File: src/rtl/branch_resolve_unit_if.sv
// Request/result bundle between the ID/EX boundary and the branch resolve unit.
// master = upstream pipeline (drives requests, sees results), slave = the unit.
interface branch_resolve_unit_if #(
    parameter int DATA_W = 32,
    parameter int PC_W   = 32
);
    logic              valid_i;
    logic              Branch_i;
    logic [2:0]        cond_i;
    logic              Signed_i;
    logic [DATA_W-1:0] RSdata_i;
    logic [DATA_W-1:0] RTdata_i;
    logic [PC_W-1:0]   pc_i;
    logic              pred_taken_i;
    logic              valid_o;
    logic              Branch_o;
    logic              mispredict_o;

    modport master (
        output valid_i, Branch_i, cond_i, Signed_i, RSdata_i, RTdata_i, pc_i, pred_taken_i,
        input  valid_o, Branch_o, mispredict_o
    );

    modport slave (
        input  valid_i, Branch_i, cond_i, Signed_i, RSdata_i, RTdata_i, pc_i, pred_taken_i,
        output valid_o, Branch_o, mispredict_o
    );
endinterface

File: src/rtl/branch_resolve_unit.sv
// Branch resolve unit: one registered stage evaluating conditional branches,
// plus a 2-bit saturating-counter BHT trained when a result is consumed.
// Optional statistics counters are built only when BRU_STATS_EN is defined;
// otherwise stat_branches_o / stat_mispred_o read 0.
module branch_resolve_unit #(
    parameter int DATA_W    = 32,
    parameter int PC_W      = 32,
    parameter int BHT_DEPTH = 16
) (
    input  logic                 clk_i,
    input  logic                 rst_i,
    input  logic [PC_W-1:0]      lookup_pc_i,
    output logic                 lookup_taken_o,
    input  logic                 stall_i,
    input  logic                 flush_i,
    branch_resolve_unit_if.slave bus,
    output logic [31:0]          stat_branches_o,
    output logic [31:0]          stat_mispred_o
);
    localparam int IDX_W = $clog2(BHT_DEPTH);

    logic                            vld_q, vld_d;
    logic                            taken_q, taken_d;
    logic                            pred_q, pred_d;
    logic [IDX_W-1:0]                idx_q, idx_d;
    logic [BHT_DEPTH-1:0][1:0]       bht_q, bht_d;

    logic accept;
    logic outcome;
    logic consume;
    logic eq, gt, lt;

    // PC bits outside the index field do not take part in prediction.
    logic unused_pc_bits;
    assign unused_pc_bits = ^{lookup_pc_i[1:0], lookup_pc_i[PC_W-1:IDX_W+2],
                              bus.pc_i[1:0], bus.pc_i[PC_W-1:IDX_W+2]};

    assign accept  = bus.valid_i & bus.Branch_i;
    // A flushed result is discarded, so it neither trains nor counts.
    assign consume = vld_q & ~stall_i & ~flush_i;

    // Condition evaluation on the raw operands in the accept cycle.
    always_comb begin
        eq = (bus.RSdata_i == bus.RTdata_i);
        if (bus.Signed_i) begin
            gt = $signed(bus.RSdata_i) > $signed(bus.RTdata_i);
            lt = $signed(bus.RSdata_i) < $signed(bus.RTdata_i);
        end else begin
            gt = bus.RSdata_i > bus.RTdata_i;
            lt = bus.RSdata_i < bus.RTdata_i;
        end
        case (bus.cond_i)
            3'b000:  outcome = ~eq;
            3'b001:  outcome = eq;
            3'b010:  outcome = gt;
            3'b011:  outcome = ~lt;
            3'b100:  outcome = lt;
            3'b101:  outcome = ~gt;
            3'b110:  outcome = 1'b1;
            default: outcome = 1'b0;
        endcase
    end

    // Stage register next state: flush beats stall beats normal flow.
    always_comb begin
        vld_d   = vld_q;
        taken_d = taken_q;
        pred_d  = pred_q;
        idx_d   = idx_q;
        if (flush_i) begin
            vld_d   = 1'b0;
            taken_d = 1'b0;
            pred_d  = 1'b0;
            idx_d   = '0;
        end else if (!stall_i) begin
            vld_d   = accept;
            taken_d = accept & outcome;
            pred_d  = accept & bus.pred_taken_i;
            idx_d   = accept ? bus.pc_i[IDX_W+1:2] : '0;
        end
    end

    // BHT training: saturating up on taken, down on not-taken, once per consumed result.
    always_comb begin
        bht_d = bht_q;
        if (consume) begin
            if (taken_q && bht_q[idx_q] != 2'b11)
                bht_d[idx_q] = bht_q[idx_q] + 2'b01;
            else if (!taken_q && bht_q[idx_q] != 2'b00)
                bht_d[idx_q] = bht_q[idx_q] - 2'b01;
        end
    end

    // State registers with synchronous reset; BHT entries reset to weak not-taken.
    always_ff @(posedge clk_i) begin
        if (rst_i) begin
            vld_q   <= 1'b0;
            taken_q <= 1'b0;
            pred_q  <= 1'b0;
            idx_q   <= '0;
            bht_q   <= {BHT_DEPTH{2'b01}};
        end else begin
            vld_q   <= vld_d;
            taken_q <= taken_d;
            pred_q  <= pred_d;
            idx_q   <= idx_d;
            bht_q   <= bht_d;
        end
    end

    assign bus.valid_o      = vld_q;
    assign bus.Branch_o     = taken_q;
    assign bus.mispredict_o = vld_q & (taken_q != pred_q);
    // No bypass: a same-cycle update is visible only from the next cycle.
    assign lookup_taken_o   = bht_q[lookup_pc_i[IDX_W+1:2]][1];

`ifdef BRU_STATS_EN
    logic [31:0] stat_br_q, stat_br_d;
    logic [31:0] stat_mp_q, stat_mp_d;

    // Saturating statistics counters over consumed results.
    always_comb begin
        stat_br_d = stat_br_q;
        stat_mp_d = stat_mp_q;
        if (consume) begin
            if (stat_br_q != 32'hFFFF_FFFF) stat_br_d = stat_br_q + 32'd1;
            if (bus.mispredict_o && stat_mp_q != 32'hFFFF_FFFF) stat_mp_d = stat_mp_q + 32'd1;
        end
    end

    // Statistics registers, cleared by reset.
    always_ff @(posedge clk_i) begin
        if (rst_i) begin
            stat_br_q <= '0;
            stat_mp_q <= '0;
        end else begin
            stat_br_q <= stat_br_d;
            stat_mp_q <= stat_mp_d;
        end
    end

    assign stat_branches_o = stat_br_q;
    assign stat_mispred_o  = stat_mp_q;
`else
    assign stat_branches_o = 32'd0;
    assign stat_mispred_o  = 32'd0;
`endif
endmodule

File: src/flat_wrapper.sv
// flat-port wrapper written by rule: the top's interface ports become plain ports
module branch_resolve_unit_flat 
#(
    parameter int DATA_W    = 32,
    parameter int PC_W      = 32,
    parameter int BHT_DEPTH = 16
)
  (clk_i, rst_i, lookup_pc_i, lookup_taken_o, stall_i, flush_i, stat_branches_o, stat_mispred_o, bus_valid_i, bus_Branch_i, bus_cond_i, bus_Signed_i, bus_RSdata_i, bus_RTdata_i, bus_pc_i, bus_pred_taken_i, bus_valid_o, bus_Branch_o, bus_mispredict_o);
  branch_resolve_unit_if #(.DATA_W(DATA_W), .PC_W(PC_W)) bus_i ();
  input  logic clk_i;
  input  logic rst_i;
  input  logic [PC_W-1:0] lookup_pc_i;
  output logic lookup_taken_o;
  input  logic stall_i;
  input  logic flush_i;
  output logic [31:0] stat_branches_o;
  output logic [31:0] stat_mispred_o;
  input wire logic [$bits(bus_i.valid_i)-1:0] bus_valid_i;
  input wire logic [$bits(bus_i.Branch_i)-1:0] bus_Branch_i;
  input wire logic [$bits(bus_i.cond_i)-1:0] bus_cond_i;
  input wire logic [$bits(bus_i.Signed_i)-1:0] bus_Signed_i;
  input wire logic [$bits(bus_i.RSdata_i)-1:0] bus_RSdata_i;
  input wire logic [$bits(bus_i.RTdata_i)-1:0] bus_RTdata_i;
  input wire logic [$bits(bus_i.pc_i)-1:0] bus_pc_i;
  input wire logic [$bits(bus_i.pred_taken_i)-1:0] bus_pred_taken_i;
  output wire logic [$bits(bus_i.valid_o)-1:0] bus_valid_o;
  output wire logic [$bits(bus_i.Branch_o)-1:0] bus_Branch_o;
  output wire logic [$bits(bus_i.mispredict_o)-1:0] bus_mispredict_o;
  assign bus_i.valid_i = bus_valid_i;
  assign bus_i.Branch_i = bus_Branch_i;
  assign bus_i.cond_i = bus_cond_i;
  assign bus_i.Signed_i = bus_Signed_i;
  assign bus_i.RSdata_i = bus_RSdata_i;
  assign bus_i.RTdata_i = bus_RTdata_i;
  assign bus_i.pc_i = bus_pc_i;
  assign bus_i.pred_taken_i = bus_pred_taken_i;
  assign bus_valid_o = bus_i.valid_o;
  assign bus_Branch_o = bus_i.Branch_o;
  assign bus_mispredict_o = bus_i.mispredict_o;
  branch_resolve_unit #(.DATA_W(DATA_W), .PC_W(PC_W), .BHT_DEPTH(BHT_DEPTH)) u_core (.clk_i(clk_i), .rst_i(rst_i), .lookup_pc_i(lookup_pc_i), .lookup_taken_o(lookup_taken_o), .stall_i(stall_i), .flush_i(flush_i), .bus(bus_i), .stat_branches_o(stat_branches_o), .stat_mispred_o(stat_mispred_o));
endmodule
File: config.mk
export PLATFORM = sky130hd
export DESIGN_NAME = branch_resolve_unit_flat
export DESIGN_NICKNAME = d
export VERILOG_FILES = /design/src/rtl/branch_resolve_unit_if.sv /design/src/rtl/branch_resolve_unit.sv /design/src/flat_wrapper.sv
export SDC_FILE = /design/constraint.sdc
export NUM_CORES = 1
export LEC_CHECK = 0
export ABC_CLOCK_PERIOD_IN_PS = 6300
export CAP_MARGIN = 20
export CORE_AREA = 2 2 80 82
export DETAILED_ROUTE_END_ITERATION = 7
export DIE_AREA = 0 0 82 84
export DONT_BUFFER_PORTS = 1
export GPL_TIMING_DRIVEN = 0
export HOLD_SLACK_MARGIN = 0.05
export PLACE_DENSITY = 0.77
export SLEW_MARGIN = 20
export SYNTH_ARGS = -nofsm -noshare
export SYNTH_HDL_FRONTEND = slang
export SYNTH_SLANG_ARGS = --single-unit
File: constraint.sdc
create_clock -name clk_i -period 6.3 [get_ports clk_i]
set_input_delay 0.315 -clock clk_i [delete_from_list [all_inputs] [get_ports clk_i]]
set_output_delay 0.315 -clock clk_i [all_outputs]
set_load 0.01 [all_outputs]
==> metrics.csv <==
stage;metric;value;unit
grt;first-pass GRT wire length;11600;um
die;# rows;29;
setup_path;worst path arrival time;4.25;ns
timing;hold slack;0.212;ns
place;placed insts;554;
route;routed via count;2852;
clock_tree;Clock transition at path regs;0.08;ns
timing;Fin. Hold Viols;0;
setup_path;FF-to-FF setup slack;2.22;ns
setup_path;CP Max Fanout;10;
grt;initial antenna violation count;0;
route;DR DRC count;0;
layout;final core utilization;63.1;%
timing;Final Skew;0.00798;ns
timing;Worst-Margin Slew;0.610;ns
clock_tree;CTS max path bufs;2;
synthesis;Post-Synthesis Cell Area;3420;sq um
clock_tree;CTS tree;yes;
timing;Final Slew Violations;0;
synthesis;top-area cell type share of the netlist area;22.8;%
setup_path;Setup crit end kind;flip-flop;
die;I/O pin count;207;
route;M1 WL;2910;um
setup_path;Worst EP required;6.47;ns
route;ANT nets after route;0;
synthesis;Synth area leaders;dfxtp_1 (23%), buf_4 (14%), ha_1 (12%);
die;die width;82;um
grt;grt ovf;0;
synthesis;Seq/Total Area, Yosys;22.8;%
synthesis;area leader, netlist;dfxtp_1;
layout;FF+latch area;781;sq um
clock_tree;Post-CTS Resized;0;
outcome;outcome;finished clean;
route;DR pass1 iterations;4;
die;die area;6890;sq um
pwr;cell leakage power;1.85;nW
route;Starting DRT DRC Count;113;
synthesis;ys flop type;dfxtp_1;
synthesis;Synth Instances;414;
layout;post-route insts no fill;562;
layout;layout cell share with drive strength beyond 1;21.2;%
layout;area delta synth->final;12.3;%
worst_hold_path;min-delay worst type;in2reg;
setup_path;CP Launch Type;flip-flop;
place;detailed placement HPWL;6190;um
die;Initial Util;56.1;%
layout;Finished Cell Area;3840;sq um
pwr;VDD IR max;0.000106;V
setup_path;WS Path Type;reg2reg;
timing;# setup viols final;0;
pwr;power per cell area;140;nW/um^2
place;Placer Congestion;0.847;
place;IO buf count;0;
layout;# diodes;0;
timing;Slew headroom;59.0;%
layout;fin nets;657;
grt;number of global-route vias before repair;2639;
die;core area;6100;sq um
layout;multi-input gate area in the final layout;2200;sq um
route;Routed WL;7530;um
pwr;total power draw;537;uW
clock_tree;CTS Hold Bufs;0;
grt;largest net degree at the start of global routing;14;
grt;GRT Util Overall;21.5;%
route;met2 routed WL;3760;um
synthesis;Post-synth ARST share;0;%
clock_tree;CTS buffer count;5;
place;dpl ws;2.23;ns
synthesis;Post-synth EDFFs;0;
timing;Tmin final;4.08;ns
synthesis;Cell variety after synth;54;
layout;commonest cells after routing, fill and taps aside;buf_4 (64), conb_1 (64), dfxtp_1 (39);
timing;RSZ-0062 raised after global routing;no;
route;WL met3;741;um
synthesis;post-synthesis register bit count;39;
timing;fin crit share;64.7;%
clock_tree;# clock sinks;39;
route;Via density;5.07;
route;highest routed metal layer;met4;
clock_tree;setup bufs post-CTS;0;
clock_tree;root buffer cell;clkbuf_8;
timing;Final WS setup;2.22;ns
timing;Max Fclk;245;MHz
timing;TNS Setup;0;ns
synthesis;Syn Area/Cell;8.27;sq um
clock_tree;CTS H-Tree Depth;2;
clock_tree;later-pin clock latency in the skew report;0.30;ns
die;Die Span Y;84;um
synthesis;Yosys warning count;0;
route;Routed WL per cell;13.4;um
place;Cell Area, Placed;3750;sq um
job;Max Cap Viol;0;
layout;filler cell count;530;
==> path summary, 6_finish.rpt <==
path / startpoint / endpoint / cells past startpoint
max: u_core.idx_q[0] / flip-flop / 12
min: bus_cond_i[2] / u_core.bus.Branch_o / 2
max reg2reg: u_core.idx_q[0] / flip-flop / 12
min reg2reg: flip-flop / flip-flop / 2
==> cells by family (layout without fill, tap and decap cells) <==
logic type / after synthesis / after routing / synth area share (%)
muxes: 27 / 27 / 13.1
adders and majority gates: 34 / 34 / 12.4
xor gates and xnor gates: 2 / 2 / 0.512
AOI/OAI and AO/OA: 76 / 76 / 13.7
buffers and inverters: 117 / 125 / 19.9
DFF: 39 / 39 / 22.8
and+or+nand+nor: 118 / 118 / 17.4
other: 1 / 64 / 0.110
==> Yosys cell counts, types with 2 or more instances <==
master     n
nand4_1    5
dfxtp_1   39
o21ai_0   21
nor3_2     2
o211ai_1   4
inv_2      2
nor3b_1    6
nand2_1   37
nor3_1     3
buf_2      2
ha_1      34
nand2b_1   4
and4_1     3
clkbuf_1   9
or4_1      2
buf_1      3
a21oi_1   31
mux2i_1   12
o21bai_1   3
or2_2      2
mux4_2    14
o21ai_1    3
nor2_1    28
inv_1     37
buf_4     64
nand3_1   16
==> routing by layer <==
metal  global-route usage, %  up-vias
li1                        -     1447
met1                    23.5     1257
met2                    39.3      136
met3                    5.30       12
met4                    6.97        0
met5                       0        -
==> area by class of cell <==
class                      instances  area share (%)
buffer                            78            13.9
clock buffer                       5            1.79
clock inverter                     3           0.521
inverter                          39            3.81
multi-input combinational        321            57.1
sequential                        39            20.3
tap                               77            2.51
==> power breakdown <==
| part | internal [mW] | switching [mW] |
|---|---|---|
| logic | 0.0575 | 0.0619 |
| registers | 0.247 | 0.000747 |
| clock network | 0.0770 | 0.0926 |
| total | 0.381 | 0.155 |
==> critical path, cell delays in order (launching register included) <==
cell	delay, ns
dfxtp_1	0.31
clkbuf_1	0.32
buf_2	0.33
mux4_2	0.54
mux4_2	0.52
ha_1	0.21
nor2b_1	0.17
o21bai_1	0.16
and3_1	0.20
nand3_1	0.35
nor3_1	0.49
mux2i_1	0.26
nand2_1	0.07
Note: power is estimated with default switching activity, not from simulation.
